==> config.mk <==
export PLATFORM = sky130hd
export DESIGN_NAME = ps2_byte_fifo
export DESIGN_NICKNAME = d
export VERILOG_FILES = /design/src/rtl/ps2_byte_fifo.sv
export SDC_FILE = /design/constraint.sdc
export NUM_CORES = 1
export LEC_CHECK = 0
export CAP_MARGIN = 40
export CELL_PAD_IN_SITES_DETAIL_PLACEMENT = 0
export CELL_PAD_IN_SITES_GLOBAL_PLACEMENT = 2
export CORE_AREA = 2 2 126 67
export CTS_CLUSTER_SIZE = 20
export DETAILED_ROUTE_END_ITERATION = 16
export DIE_AREA = 0 0 128 69
export PLACE_DENSITY = 0.75
export SYNTH_ARGS = -nofsm -noshare
export SYNTH_HDL_FRONTEND = slang
export SYNTH_SLANG_ARGS = --single-unit
==> constraint.sdc <==
create_clock -name i_clk -period 3 [get_ports i_clk]
set_input_delay 0.3 -clock i_clk [delete_from_list [all_inputs] [get_ports i_clk]]
set_output_delay 0.3 -clock i_clk [all_outputs]
set_load 0.02 [all_outputs]
==> src/rtl/ps2_byte_fifo.sv <==
// Synchronous byte FIFO with registered level and ready; synchronous active-low reset.
module ps2_byte_fifo #(
    parameter int unsigned DEPTH = 8
) (
    input  logic                     i_clk,
    input  logic                     i_rst_n,
    input  logic                     i_push,
    input  logic                     i_pop,
    input  logic [7:0]               i_wdata,
    output logic [7:0]               o_rdata_c,
    output logic [$clog2(DEPTH):0]   o_level,
    output logic                     o_ready
);

    localparam int unsigned AW    = $clog2(DEPTH);
    localparam int unsigned LVL_W = AW + 1;

    logic [7:0]       r_mem [DEPTH];
    logic [AW-1:0]    r_wr_ptr;
    logic [AW-1:0]    r_rd_ptr;
    logic [LVL_W-1:0] r_count;
    logic             r_ready;
    logic [LVL_W-1:0] w_count_nxt;
    logic             w_push;
    logic             w_pop;

    // A push needs the registered ready, so a same-cycle pop never lets a full FIFO accept.
    assign w_push = i_push && r_ready;
    assign w_pop  = i_pop && (r_count != '0);

    // Next occupancy from the accepted push/pop pair.
    always_comb begin
        w_count_nxt = r_count;
        case ({w_push, w_pop})
            2'b10:   w_count_nxt = r_count + LVL_W'(1);
            2'b01:   w_count_nxt = r_count - LVL_W'(1);
            default: w_count_nxt = r_count;
        endcase
    end

    // Pointers, level and ready.
    always_ff @(posedge i_clk) begin
        if (!i_rst_n) begin
            r_wr_ptr <= '0;
            r_rd_ptr <= '0;
            r_count  <= '0;
            r_ready  <= 1'b0;
        end else begin
            if (w_push) r_wr_ptr <= r_wr_ptr + AW'(1);
            if (w_pop)  r_rd_ptr <= r_rd_ptr + AW'(1);
            r_count <= w_count_nxt;
            r_ready <= (w_count_nxt != LVL_W'(DEPTH));
        end
    end

    // Storage array; contents are don't-care until written.
    always_ff @(posedge i_clk) begin
        if (w_push) r_mem[r_wr_ptr] <= i_wdata;
    end

    assign o_rdata_c = r_mem[r_rd_ptr];
    assign o_level   = r_count;
    assign o_ready   = r_ready;

endmodule

---- Word-level counts from Yosys, hierarchy flattened ----
Memories as Yosys holds them, arrays and structs flattened. A register that Yosys moved wholly into a read port is not among the register bits.
Cells that the tools add are included.
cells by class
  $add $sub $neg .......................... 4
  eq/ne operators ......................... 3
  muxes and demuxes ....................... 5
  reductions and logical operators ........ 3
operators with widths
  kind                                                  number
  one-hot mux 4 bit (2 select lines)                    1
  adder 3 x 1 -> 3 bit (second input constant)          2
  2-to-1 mux 3 bit                                      2
  adder 4 x 1 -> 4 bit (second input constant)          1
  != test 4 bit (second input constant)                 1
  nonzero test 4 bit                                    1
  subtractor 4 x 1 -> 4 bit (second input constant)     1
  equality test 2 x 1 -> 1 bit (second input constant)  1
  equality test 2 bit (second input constant)           1
  logical AND 1 bit                                     2
  2-to-1 mux 1 bit                                      2
word-level totals
  flip-flop bits (word level) ............. 11
  memory bits (writable) .................. 64
  input port bits ......................... 12
  output and inout port bits .............. 13
  word-level logic and storage cells ...... 20
  memories kept ........................... 1
memory list
  name   words  bits a word  read ports  clocked after memory_dff  write ports  line  source
  r_mem  8      8            1           1                         1            18    logic [7:0] r_mem [DEPTH];

---- Logic depth before layout (Yosys ltp) ----
Gate-level depths: netlist (run 1).
  depth in word-level cells ............... 5
  mapped depth ............................ 10
  gate-level depth less buffers ........... 8

---- Worst setup path before layout (run 1) ----
OpenSTA, ideal clock, no wires.
  path type ............................... flip-flop to flip-flop
  start point ............................. register r_count[1], in the netlist o_level[1]
  end point ............................... register r_ready, in the netlist o_ready
  library setup time ...................... 128 ps
  arrival ................................. 2,250 ps
  data required time ...................... 2,872 ps
  slack ................................... 622 ps
  cell stages (with the launch flop) ...... 11
  buffers on the path ..................... 2
  clock period less this slack ............ 2,378 ps
  cells stage by stage .................... dfxtp_1 buf_6 o41a_1 ha_1 buf_2 xor2_1 ha_1 a21oi_1 mux2i_1 xnor2_1 a31oi_1
on the way
  cells in the longest elaborated chain, start to end .. 5
  elaborated cells on any way between the ends .. 8
  classes of those cells .................. add/sub (2); eq/ne (3); mux (1); reduce/logical (2)
RTL lines
  item                                                               line  source
  start, declared                                                    21    logic [LVL_W-1:0] r_count;
  start signal, assigned                                             51    r_count <= w_count_nxt;
  branches (longest 3 deep; another with subtractor 4 x 1 -> 4 bit)  -
  one-hot mux 4 bit (2 select lines) (*)                             34    case ({w_push, w_pop})
  != test 4 bit (*)                                                  52    r_ready <= (w_count_nxt != LVL_W'(DEPTH));
  end signal, assigned                                               52
  end, declared                                                      22    logic r_ready;
Every way passes the cells marked *.
A chain may end at the register's enable or synchronous reset.

==> results of run 1 <==
-- Yosys cell counts --
library cell and number:
o211ai_1 1, mux4_2 3, buf_6 2, xnor2_1 2, edfxtp_1 64, o41ai_1 1, buf_12 1, a21bo_2 1
mux2i_1 2, nor2_1 14, mux2_2 8, nor3_1 4, inv_1 2, a211oi_1 1, xor2_1 5, a21oi_1 4
a31oi_1 1, mux4_1 13, nand3_1 3, nand2_1 6, ha_1 5, o2bb2ai_1 1, clkbuf_1 2, o41a_1 1
nor2b_1 1, nor4_1 1, dfxtp_1 14, or4b_4 1, nand2b_1 4, buf_2 1, clkbuf_8 2, o21ai_0 1
nand3b_1 1, and2_1 2, buf_4 1
-- power by group --
group / switching (mW) / internal (mW)
registers: 0.0595 / 1.23
logic: 0.335 / 0.320
clock network: 0.396 / 0.659
-- metrics by stage --
step	setup slack (ps)	power (mW)	cell area, sq um
after CTS	253	3.03	3860
final	305	3.00	3860
after detailed placement	445	1.96	3560
after floorplan	622	1.76	3210
after global routing	218	3.13	3860
after global placement	472	1.94	3560
-- final timing paths --
kind | startpoint | end | slack [ps] | cells after the start
setup / recovery | register | o_rdata_c[7] | 300 | 4
hold / removal | r_rd_ptr[1]$_SDFFE_PN0N_ | r_rd_ptr[1]$_SDFFE_PN0N_ | 520 | 2
setup reg to reg | o_level[1]$_SDFF_PN0_ | o_ready$_SDFF_PN0_ | 510 | 8
hold reg to reg | r_rd_ptr[1]$_SDFFE_PN0N_ | r_rd_ptr[1]$_SDFFE_PN0N_ | 520 | 2
-- layout make-up --
cell class / count / area share [%]
sequential: 78 / 57.0
multi-input combinational: 87 / 23.5
timing repair buffer: 34 / 8.16
clock buffer: 12 / 7.22
tap: 100 / 3.24
clock inverter: 4 / 0.648
inverter: 2 / 0.194
-- sequential cells by signal (all words and copies together), names as in the netlist, named ones only --
register	cells
r_wr_ptr	3
o_level	4
r_rd_ptr	3
o_ready	1
r_mem	64
-- cells by family after synthesis --
group / after synthesis / synth area share (%)
muxes: 26 / 16.2
buffers and inverters: 11 / 3.04
xor gates and xnor gates: 7 / 1.91
and+or+nand+nor: 37 / 5.65
DFF: 78 / 68.6
adders and majority gates: 5 / 1.95
AOI/OAI and AO/OA: 12 / 2.65
-- worst reg2reg max path, stage by stage, from the launching register on --
cell and delay [ps]:
dfxtp_1 410, o41a_1 560, ha_1 320, xor2_1 190, ha_1 200, a21oi_1 170
mux2i_1 230, xnor2_1 170, a31oi_1 110
-- routing by layer --
metal / share of wire, % / routed length [microns] / track usage [%] / vias to the layer above
met1: 47 / 2880 / 20.3 / 831
met5: 0 / 0 / 0 / -
met4: 0.86 / 53 / 6.11 / 0
met2: 47 / 2880 / 22.6 / 37
met3: 5.6 / 344 / 7.22 / 4
li1: - / - / - / 775
==> qor.csv, run 1 <==
metric,value,unit
outcome,completed,
finish.utilization,50.1,%
slowest_stage,mux4_1,
cp.arrival,2400,ps
synth-seq-area-share,68.6,%
setup_tns,0,ps
drtAntennaViolNets,0,
worstPathMaxFanout,16,
htreeDepth,3,
syn_area,3210,sq um
cts_buffers,9,
hold_violations,0,
ir_drop,0.359,mV
placed_cells,301,
grtUsageTotal,15.6,%
end_kind,primary output,
num_rows,23,
drt-initial-drc-count,122,
dpl.hpwl,4.09,mm
die_h,69,microns
crit_required,2700,ps
ctsHoldBuffers,0,
synth_area_leaders,"edfxtp_1 (60%), mux4_1 (11%), dfxtp_1 (8.7%)",
syn2layout_area_growth,20.4,%
cp-start-kind,register,
syn-num-nets,193,
wirelength,6.15,mm
fillerInstances,635,
insertion_delay,340,ps
drv_cap,0,
rsz0062_at_grt,no,
path_clk_slew,60,ps
core_area,7710,sq um
die_area,8830,sq um
skew,6.21,ps
grt_pass1_vias,1745,
die_w,128,microns
grt_start_max_net_pins,17,
layout.cells.non_filler,317,
grt_pass1_wl,9.61,mm
syn_inst,176,
power.density,776,nW/um^2
cts_tree,done,
nNetsFinal,229,
gp_congestion,0.808,
crit_path_max_incr_delay,640,ps
crit_buf_inv,2,
setup_viol,0,
grt_overflow,0,
yosysTopAreaCell,edfxtp_1,
crit_family,multiplexers,
clockBufferDepth,2,
post-route-period-util,89.8,%
yosys_warnings,0,
final_layout_size_suffix_gt1_share,17.5,%
layout_common_cells,"edfxtp_1 (64), clkdlybuf4s50_1 (24), nor2_1 (14), dfxtp_1 (14), mux4_1 (13)",
hold_ws,516,ps
portBuffers,24,
final_common_cell,edfxtp_1,
finalCriticalPeriod,2700,ps
post_cts_buffers,0,
critical_path.cell_chain,buf_4 -> mux4_1 -> mux2_2 -> clkdlybuf4s50_1,
vias_per_cell,5.20,
dr.pass1.iters,4,
worst_slew_pin_slew,494,ps
cts_root_buf,clkbuf_16,
max_freq,371,MHz
slew_viol_final,0,
ys_types,35,
clock-sinks,78,
vias,1647,
wl_per_cell,19.4,microns
multi_input_area,910,sq um
area.sequential,2200,sq um
antenna_found_initial,0,
ys_ff_latch,78,
slew_headroom,67.0,%
num_antenna_cells,0,
p_leak,1.32,nW
synth.top_cell.area_share,59.9,%
start_util,41.6,%
avgSynthCellArea,18.2,sq um
hold_path.class,reg2reg,
drc,0,
cts_resized,0,
pin_count,25,
critPathKind,reg2out,
Power figures use the tool's default switching activity.
==> inputs of run 2 (changes only) <==
Settings changed: CORE_AREA 2 2 126 67 to 4 4 128 69, DIE_AREA 0 0 128 69 to 0 0 132 73, RECOVER_POWER set to 25.
==> run 2 against run 1 <==
  * Flip-flop and latch count unchanged
  * Cell area up 1.5%
  * Worst setup slack better by 11 ps
==> qor.csv, run 2 (same netlist as run 1, synthesis figures left out) <==
metric,value,unit,change
outcome,completed,,
worst_slew_pin_slew,464,ps,-30.1 ps
p_total,3.25,mW,+8.6%
post_cts_buffers,0,,unchanged
nNetsFinal,229,,unchanged
dpl.hpwl,4.11,mm,+0.59%
grt_start_max_net_pins,17,,unchanged
clockBufferDepth,2,,unchanged
path_clk_slew,60,ps,about the same
cp-start-kind,register,,
layout_common_cells,"edfxtp_1 (64), clkdlybuf4s50_1 (19), nor2_1 (14), dfxtp_1 (14), mux4_1 (13)",,
wl_per_cell,19.9,microns,+2.5%
slew_viol_final,0,,unchanged
slew_headroom,69.0,%,+2.0 points
dpl_cell_area,3560,sq um,unchanged
grtUsageTotal,14.3,%,-1.2 points
p_leak,1.34,nW,+1.9%
syn2layout_area_growth,22.2,%,
dr.pass1.iters,4,,unchanged
clock-sinks,78,,unchanged
vias_per_cell,5.33,,+2.6%
start_util,41.5,%,-0.15 points
placed_cells,301,,unchanged
fillerInstances,626,,-1.4%
finalCriticalPeriod,2680,ps,-11.2 ps
vias,1689,,+2.6%
htreeDepth,3,,unchanged
drtAntennaViolNets,0,,unchanged
largest_reg_flops,64,,unchanged
ctsHoldBuffers,0,,unchanged
setup_tns,0,ps,unchanged
die_area,9640,sq um,+9.1%
insertion_delay,340,ps,about the same
rsz0062_at_grt,no,,
post-route-period-util,89.5,%,-0.37 points
wirelength,6.30,mm,+2.5%
core_area,7740,sq um,+0.37%
portBuffers,24,,unchanged
regToRegSetupSlack,450,ps,-60 ps
power.density,830,nW/um^2,+6.9%
grt_pass1_wl,9.66,mm,+0.51%
finish.utilization,50.7,%,+0.57 points
antenna_found_initial,0,,unchanged
grt_pass1_vias,1755,,+0.57%
critPathKind,reg2out,,
final_layout_size_suffix_gt1_share,17.5,%,unchanged
drv_cap,0,,unchanged
cts_tree,done,,
pin_count,25,,unchanged
hold_ws,530,ps,+14.8 ps
setup_viol,0,,unchanged
min-delay-start,r_rd_ptr[1]$_SDFFE_PN0N_,,
cts_root_buf,clkbuf_16,,
hold_path.class,reg2reg,,
crit_end,o_rdata_c[1],,
num_rows,23,,unchanged
max_freq,373,MHz,+0.42%
design_area,3920,sq um,+1.5%
reg2reg_depth,8,,unchanged
rr_startpoint,o_level[1]$_SDFF_PN0_,,
die_w,132,microns,+3.1%
skew,4.60,ps,-1.61 ps
timing.final.ws_setup,316,ps,+11.2 ps
hold_violations,0,,unchanged
final_common_cell,edfxtp_1,,
num_antenna_cells,0,,unchanged
cts_buffers,9,,unchanged
crit_required,2700,ps,about the same
r2r-end,o_ready$_SDFF_PN0_,,
post-place-ws,376,ps,-69.3 ps
die_h,73,microns,+5.8%
cp.arrival,2380,ps,-20 ps
top_register,r_mem,,
worstPathMaxFanout,16,,unchanged
cts_resized,0,,unchanged
grt_overflow,0,,unchanged
end_kind,primary output,,
drt-initial-drc-count,212,,+74%
whs_path_depth,2,,unchanged
ir_drop,0.268,mV,-25%
gp_congestion,0.735,,-9.0%
layout.cells.non_filler,317,,unchanged
drc,0,,unchanged
[run 2: changes by cell type in the layout (fill, tap and decap cells not counted)]
cell,delta
clkinv_2,-1
clkdlybuf4s50_1,-5
inv_4,-1
clkbuf_16,-2
dlygate4sd3_1,+5
bufinv_16,+4
[run 2: layer usage]
layer	routed length (microns)	up-vias	track usage, %
met5	0	-	0
met3	391	5	7.51
li1	-	771	-
met4	75	0	3.84
met1	2970	865	18.3
met2	2870	48	21.6
[run 2: layout make-up]
class	count	area, sq um	area share [%]
Inverter	2	7.51	0.191
Timing Repair Buffer	34	315	8.04
Clock buffer	10	229	5.84
Multi-Input combinational cell	87	910	23.2
Sequential cell	78	2200	56.1
Tap cell	100	125	3.19
Clock inverter	6	134	3.41
[run 2: where the power goes]
group	switching (mW)	internal [mW]	leakage (nW)	total [mW]
sequential	0.0583	1.23	0.692	1.29
clock	0.417	0.897	0.177	1.31
combinational	0.337	0.317	0.472	0.654
[run 2: worst min path at each step]
| stage | end |
|---|---|
| final | register |
| after global routing | r_rd_ptr[1]$_SDFFE_PN0N_ |
| after CTS | r_rd_ptr[1]$_SDFFE_PN0N_ |
| after global placement | r_rd_ptr[1]$_SDFFE_PN0N_ |
| after floorplan | r_mem[0][0]$_DFFE_PP_ |
| after detailed placement | r_rd_ptr[2]$_SDFFE_PN0N_ |
[run 2: worst max-delay path, cell delays in order, from the launching register on]
cell and delay [ps]:
dfxtp_1 310, buf_4 290, mux4_1 600, mux2_2 300, clkdlybuf4s50_1 550
==> inputs of run 3 (changes only) <==
Settings changed: CORE_AREA 4 4 128 69 to 4 4 134 72, DIE_AREA 0 0 132 73 to 0 0 138 76, PLACE_DENSITY 0.75 to 0.72.
Clock period 3 ns to 2.4 ns, I/O delays scaled along.
==> run 3 against run 2 <==
  * First-iteration DRC count shrank 54%
  * Global-route usage decreased by 1.5 points
  * Flip-flop and latch count unchanged
  * Routed wire length down 2.2%
  * Register-to-register slack worse by 280 ps
  * Count of clock-buffer cells in the layout rose by 4
  * Via count fell by 2.6%
  * Cell count is 6.6% higher
  * Die area increased by 8.8%
  * Clock power down 4%
  * Non-clock buffer count up 4
  * Critical endpoint is now o_rdata_c[6]
  * Largest cell class unchanged
  * Highest routed layer unchanged
==> qor.csv, run 3 (same netlist as run 1, synthesis figures left out) <==
metric,value,unit,change
insertion_delay,330,ps,about the same
portBuffers,24,,unchanged
syn2layout_area_growth,21.2,%,
drc,0,,unchanged
cp.arrival,2070,ps,-310 ps
layout.cells.non_filler,338,,+6.6%
multi_input_area,910,sq um,unchanged
drtAntennaViolNets,0,,unchanged
cts_resized,8,,+8
ir_drop,0.446,mV,+67%
cp-start-kind,register,,
p_leak,1.33,nW,-0.74%
gr-usage-met1,17.7,%,-0.69 points
final_common_cell,edfxtp_1,,
max_freq,432,MHz,
design_area,3890,sq um,-0.80%
rsz0062_at_grt,no,,
num_rows,24,,+4.3%
slowest_stage,mux4_1,,
grt_pass1_wl,9.65,mm,about the same
drt-initial-drc-count,97,,-54%
die_h,76,microns,+4.1%
regToRegSetupSlack,170,ps,-280 ps
core_area,8470,sq um,+9.4%
met3_usage,5.77,%,-1.7 points
wirelength,6.17,mm,-2.2%
hold_path.class,in2reg,,
drv_cap,0,,unchanged
crit_required,2160,ps,-540 ps
outcome,completed,,
top_register,r_mem,,
placed_cells,322,,+7.0%
setup_tns,0,ps,unchanged
met2_usage,17.7,%,-3.9 points
cts_root_buf,clkbuf_16,,
path_clk_slew,50,ps,about the same
switchingPower,0.963,mW,+19%
dpl_cell_area,3620,sq um,+1.8%
cts_buffers,9,,unchanged
crit_path_max_incr_delay,600,ps,about the same
post_cts_buffers,0,,unchanged
critPathKind,reg2out,,
antenna_found_initial,0,,unchanged
worstPathMaxFanout,16,,unchanged
clockBufferDepth,2,,unchanged
skew,3.49,ps,-1.11 ps
critical_path.cell_chain,buf_12 -> mux4_1 -> mux2_2 -> dlygate4sd2_1,,
power.density,955,nW/um^2,+15%
dr.pass1.iters,4,,unchanged
final_layout_size_suffix_gt1_share,16.7,%,-0.77 points
worst_slew_pin_slew,493,ps,+29.7 ps
area.sequential,2200,sq um,unchanged
hold_violations,0,,unchanged
setup_viol,0,,unchanged
largest_reg_flops,64,,unchanged
vias,1645,,-2.6%
p_clk_share,33.9,%,-6.5 points
num_antenna_cells,0,,unchanged
p_int,2.75,mW,+13%
grt_most_used_layer,met2,,
layout_common_cells,"edfxtp_1 (64), nor2_1 (14), dfxtp_1 (14)",,
end_kind,primary output,,
slew_viol_final,0,,unchanged
pin_count,25,,unchanged
wl_per_cell,18.2,microns,-8.3%
grt_start_max_net_pins,17,,unchanged
clock-sinks,78,,unchanged
cts_tree,done,,
htreeDepth,3,,unchanged
gp_congestion,0.723,,-1.7%
ctsHoldBuffers,0,,unchanged
dpl.hpwl,4.09,mm,-0.50%
grt_pass1_vias,1653,,-5.8%
p_total,3.72,mW,+14%
p_seq_share,42.6,%,+3.1 points
grt_overflow,0,,unchanged
slew_headroom,67.1,%,-2.0 points
finalCriticalPeriod,2310,ps,
post-route-period-util,96.4,%,
fillerInstances,735,,+17%
nNetsFinal,233,,+1.7%
p_comb_share,23.5,%,+3.4 points
start_util,37.9,%,-3.6 points
grtUsageTotal,12.8,%,-1.5 points
die_w,138,microns,+4.5%
die_area,10500,sq um,+8.8%
power_switching_share,25.9,%,+0.95 points
vias_per_cell,4.87,,-8.7%
==> run 3: worst max-delay path, delay by kind of cell, from the launching register on <==
kind	cells	cell delay [ps]
flops	1	350
mux	2	890
buf+inv	2	500
==> run 3: worst paths after layout <==
path | startpoint | end | depth (start not counted)
max | register | o_rdata_c[6] | 4
min | i_rst_n | o_level[3]$_SDFF_PN0_ | 2
min reg2reg | r_rd_ptr[1]$_SDFFE_PN0N_ | register | 2
max reg2reg | o_level[2]$_SDFF_PN0_ | o_ready$_SDFF_PN0_ | 8
==> run 3: power groups by stage <==
stage,Combinational (mW),Clock (mW),Sequential (mW)
6_report,0.872,1.26,1.58
3_5_place_dp,0.900,0,1.61
3_3_place_gp,0.874,0,1.61
2_1_floorplan,0.562,0,1.64
4_1_cts,0.879,1.31,1.58
5_1_grt,0.949,1.37,1.59
==> run 3: cell type report <==
type	count	share of cell area, %
Clock buffer	14	6.27
Tap cell	117	3.76
Timing Repair Buffer	38	8.94
Sequential cell	78	56.6
Multi-Input combinational cell	87	23.4
Inverter	2	0.193
Clock inverter	2	0.868
==> run 3: metal layers <==
layer | share of wire, % | vias up
li1 | - | 780
met5 | 0 | -
met4 | 1.8 | 0
met1 | 51 | 830
met2 | 43 | 24
met3 | 4.2 | 11
==> run 3: per-stage QoR <==
step	setup WS [ps]	utilization [%]	hold slack (ps)
final	87.3	46.0	511
after global routing	9.21	46.0	508
after CTS	54.1	46.0	493
after detailed placement	104	42.8	510
after global placement	129	42.8	480
after floorplan	22.0	-	339
==> variant 1 (flow settings as in run 2) <==
Set the parameter `DEPTH` to 4 (it was 8).
--- a/src/rtl/ps2_byte_fifo.sv
+++ b/src/rtl/ps2_byte_fifo.sv
@@ -1,6 +1,6 @@
 // Synchronous byte FIFO with registered level and ready; synchronous active-low reset.
 module ps2_byte_fifo #(
-    parameter int unsigned DEPTH = 8
+    parameter int unsigned DEPTH = 4
 ) (
     input  logic                     i_clk,
     input  logic                     i_rst_n,
Interface: changed (resized o_level); port bits go from 25 to 24. No check against the original RTL was run, so the function may have changed too.
==> variant 1 against run 2 <==
- global-route usage is 7.6 points lower
- power shrank 42%
- combinational power down 13%
- via count shrank 49%
- die area is the same
- wire length shrank 53%
- cell area down 45%
- area after synthesis decreased by 47%
- setup slack improved by 0.28 ns
- sequential cell count down 36
- largest cell class unchanged
==> variant 1: results (changes against run 2) <==
* Switching part of the total power: 30.01% (+5.0 points)
- Clock Skews: 0.006810 ns (+0.002211 ns)
- Number of port buffers: 23 (-4.2%)
- The global-route usage over all layers was 6.697% (-7.6 points).
- The estimated wirelength of the detail-placed design came to 2119 µm (-48%).
- Net total in the final layout: 141 (-38%)
- Area post-placement: 2019 µm² (-43%)
- The clock latency at the later pin of the worst-skew pair is 0.28 ns (-0.06 ns).
- In the post-synthesis netlist, the biggest area contributors are sky130_fd_sc_hd__edfxtp_1 (57%), sky130_fd_sc_hd__dfxtp_1 (12%), sky130_fd_sc_hd__mux4_2 (11%).
* Worst-Margin Slew: 0.5778 ns (+0.1141 ns)
* Layout cell share with drive strength beyond 1: 14.52% (-3.0 points)
* Global-route wire length before repair: 4892 µm (-49%)
- First-iteration detailed-routing DRC count: 51 (-76%)
- The met1 wire length is 1419 µm (-52%).
- Max reg flops: 32 (-50%)
* Depth of the CTS H-tree: 2 (-1)
- Routability cong.: 0.6975 (-5.2%)
* Buffer depth of the longest clock path: 2 (unchanged)
- Distinct cells, synth: 26 (-26%)
- Max Transition Viols Final: 0 (unchanged)
* Placement Setup Slack: 0.6681 ns (+0.2921 ns)
* Routed met2 length: 1413 µm (-51%)
- The portion of the post-synthesis area used by sequential elements was 68.69% (+0.074 points).
- The via count of the first global-routing pass came to 936 (-47%).
- The largest net degree at the start of global routing came to 15 (-2).
- Post-CTS Repair Setup Buffers: 0 (unchanged)
- The maximum VDD drop was 0.0002147 V (-20%).
- The fill cell instance count of the final layout was 779 (+24%).
* Largest Register: r_mem
* Leakage dissipation: 0.7093 nW (-47%)
- Leading post-synthesis cells by instance count: sky130_fd_sc_hd__edfxtp_1 (32), sky130_fd_sc_hd__dfxtp_1 (10), sky130_fd_sc_hd__mux4_2 (8)
- The number of clock buffers inserted by TritonCTS came to 5 (-4).
* Outcome: finished clean
- Number of enable flip-flop cells after synthesis: 32 (-50%)
- Final antenna diode count: 0 (unchanged)
- The overall via count from detail_route was 866 (-49%).
- The net count of the mapped netlist came to 115 (-40%).
- The wire length on met3 is 80 µm (-80%).
- Arr. time, crit path: 2.10 ns (-0.28 ns)
- The share of flip-flops with an asynchronous set or reset was 0% (unchanged).
- Total Routed Length: 2950 µm (-53%)
- The largest fanout on the critical path came to 8 (-8).
==> variant 1: changes by cell type in the layout (fill, tap and decap cells not counted), moves of 5 or more <==
cell | before | now
sky130_fd_sc_hd__mux2_2 | 8 | 0
sky130_fd_sc_hd__nor2_1 | 14 | 0
sky130_fd_sc_hd__mux4_1 | 13 | 0
sky130_fd_sc_hd__mux4_2 | 3 | 8
sky130_fd_sc_hd__buf_4 | 10 | 0
sky130_fd_sc_hd__edfxtp_1 | 64 | 32
==> variant 1: final cells by class <==
class                   instances  area [µm²]  area share [%]
flip-flops and latches         42        1161           53.61
multi-input cells              45       480.5           22.18
repair buffers                 23       230.2           10.63
clock buffers                   5       125.1           5.777
well taps                     100       125.1           5.777
inverters                       6       22.52           1.040
clock inverters                 3       21.27          0.9821
==> variant 1: cell families (layout without fill, tap and decap cells) <==
| logic type | Yosys count | after routing | synth area share, % |
|---|---|---|---|
| compound gates | 10 | 10 | 4.590 |
| simple gates | 16 | 16 | 5.699 |
| flops | 42 | 42 | 68.69 |
| buf+inv | 10 | 37 | 2.887 |
| xor+xnor | 5 | 5 | 2.591 |
| fa+ha+maj | 6 | 6 | 4.885 |
| mux | 8 | 8 | 10.66 |
==> variant 1: metal layers <==
metal,GRT usage [%],vias up
met5,0,-
met4,3.492,0
met3,1.722,2
met2,10.95,15
met1,8.330,432
li1,-,417
==> variant 1: path summary, 6_finish.rpt <==
kind                     from      endpoint  slack, ns  cells past startpoint
setup / recovery     register  o_rdata_c[2]       0.60                      2
hold / removal    r_wr_ptr[1]   r_wr_ptr[1]       0.52                      2
setup reg to reg   o_level[0]    o_level[2]       1.01                      7
hold reg to reg   r_wr_ptr[1]   r_wr_ptr[1]       0.52                      2
==> variant 1: critical path, stage by stage (launching register included) <==
cell	delay [ns]
sky130_fd_sc_hd__dfxtp_1	0.69
sky130_fd_sc_hd__mux4_2	0.58
sky130_fd_sc_hd__clkdlybuf4s50_1	0.56
==> variant 1: power by group through the flow <==
stage | clock network (mW) | logic, mW | registers (mW)
2_1_floorplan | 0 | 0.397 | 0.801
3_3_place_gp | 0 | 0.583 | 0.830
3_5_place_dp | 0 | 0.582 | 0.835
4_1_cts | 0.530 | 0.585 | 0.823
5_1_grt | 0.561 | 0.624 | 0.838
6_report | 0.512 | 0.571 | 0.816
==> variant 1: stage by stage <==
step           utilization, %  std cells  power (mW)
6_report                27.98        224       1.898
5_1_grt                 27.98        224       2.022
4_1_cts                 27.98        224       1.938
3_5_place_dp            26.09        216       1.417
3_3_place_gp            26.09        216       1.412
2_1_floorplan               -         97       1.198
==> variant 2 (config.mk and constraints of run 2) <==
Made on the original files. Put one more register stage on the output `o_level`, with the module's reset. The value now appears one clock later. The other outputs are not delayed to match.
--- a/src/rtl/ps2_byte_fifo.sv
+++ b/src/rtl/ps2_byte_fifo.sv
@@ -59,7 +59,13 @@
     end
 
     assign o_rdata_c = r_mem[r_rd_ptr];
-    assign o_level   = r_count;
+    always_ff @(posedge i_clk) begin
+        if (!i_rst_n) begin
+            o_level <= '0;
+        end else begin
+            o_level <= r_count;
+        end
+    end
     assign o_ready   = r_ready;
 
 endmodule
Function: changed (a bounded check fails within 4 cycles, from zero or initial values and one cycle with i_rst_n low).
==> variant 2 against run 2 <==
- wire length shrank 2.3%
- clock power shrank 24%
- cell area grew 0.57%
- sequential cell count grew 4
- area after synthesis grew 2.7%
- first-iteration DRC count shrank 40%
- cell count grew 2.8%
- critical path depth is the same
- power shrank 9.0%
- synthesized cell count grew 4.5%
- setup slack lost 0.0029 ns
- critical path type unchanged
- largest power group is now registers
==> variant 2: results (changes against run 2) <==
* Outcome: finished clean
- # placed instances: 310 (+3.0%)
- First-iteration detailed-routing DRC count: 127 (-40%)
- Global-route track usage on met3: 6.680% (-0.83 points)
- Number of filler cells placed in the layout: 612 (-2.2%)
- The layout net count is 238 (+3.9%).
- The via-per-instance ratio is 5.187 (-2.6%).
* Layout cell share with drive strength beyond 1: 15.49% (-2.0 points)
- The logic gate share of total power is 21.2% (+1.1 points).
- Leading post-synthesis cells by instance count: sky130_fd_sc_hd__edfxtp_1 (64), sky130_fd_sc_hd__dfxtp_1 (18), sky130_fd_sc_hd__mux4_1 (15), sky130_fd_sc_hd__nor2_1 (15), sky130_fd_sc_hd__mux2_2 (8)
- The wire length of the first global-routing pass came to 9708 µm (+0.50%).
- Area post-placement: 3674 µm² (+3.2%)
* Power drawn by the sequential cells: 1.34 mW (+4%)
* Switching component of the power: 803.6 µW (-1.1%)
- The final-layout non-clock buffer area share came to 8.183% (+0.14 points).
- The worst register-to-register path begins at r_count[0].
- Syn_area_per_cell: 17.90 µm² (-1.8%)
- The maximum VDD drop was 0.0003134 V (+17%).
- The critical path ends at o_rdata_c[0].
- The worst-case clock skew is 0.004794 ns (+0.0001955 ns).
- Area taken by multi-input logic gates: 935.9 µm² (+2.9%)
- The global-route usage over all layers came to 14.27% (-0.059 points).
- Sequential portion of the cell area: 57.85% (+1.7 points)
* Distinct cells, synth: 34 (-2.9%)
- The number of buffers outside the clock class in the layout came to 35 (+2.9%).
- Top cells by area, synth: sky130_fd_sc_hd__edfxtp_1 (58%), sky130_fd_sc_hd__mux4_1 (12%), sky130_fd_sc_hd__dfxtp_1 (11%)
* Half-perimeter wire length after placement: 4073 µm (-0.99%)
* Clock period minus final worst setup slack: 2.687 ns (+0.002864 ns)
- Final cell count without fillers: 326 (+2.8%)
- The wire length per cell after detailed routing is 18.90 µm (-5.0%).
- Number of nets in the synthesized netlist: 201 (+4.1%)
- Placement Setup Slack: 0.4110 ns (+0.03506 ns)
## variant 2: cell count changes in the layout (fill, tap and decap cells not counted), sizes merged, moves of 2 or more
cell | before | now
dfxtp | 14 | 18
and2 | 2 | 5
bufinv | 4 | 0
clkinvlp | 0 | 4
clkdlybuf4s50 | 19 | 17
dlygate4sd3 | 5 | 7
## variant 2: per-layer routing
layer  routed length [µm]  vias up
met3                  503       10
met1                 2919      828
met5                    0        -
met2                 2655       52
met4                   83        0
li1                     -      801
## variant 2: logic make-up after synthesis
| kind of cell | after synthesis | synth area share, % |
|---|---|---|
| flops | 82 | 69.27 |
| buf+inv | 11 | 2.317 |
| xor+xnor | 7 | 1.861 |
| fa+ha+maj | 5 | 1.899 |
| mux | 26 | 15.99 |
| compound gates | 12 | 2.583 |
| simple gates | 41 | 6.077 |
## variant 2: per-stage QoR
stage / hold WS, ns / util, %
after global routing: 0.5512 / 50.96
after floorplan: 0.3989 / -
after CTS: 0.5008 / 50.96
after global placement: 0.4862 / 47.45
final: 0.4980 / 50.96
after detailed placement: 0.4910 / 47.45
## variant 2: how the worst min path moves through the flow
| stage | start | to | slack (ns) | depth (start not counted) |
|---|---|---|---|---|
| floorplan | i_wdata[0] | r_mem[0][0] | 0.40 | 0 |
| global placement | r_rd_ptr[1] | r_rd_ptr[1] | 0.49 | 2 |
| detailed placement | r_rd_ptr[1] | r_rd_ptr[1] | 0.49 | 2 |
| CTS | r_rd_ptr[1] | r_rd_ptr[1] | 0.50 | 2 |
| global route | r_rd_ptr[1] | r_rd_ptr[1] | 0.55 | 2 |
| finish | r_rd_ptr[1] | r_rd_ptr[1] | 0.50 | 2 |
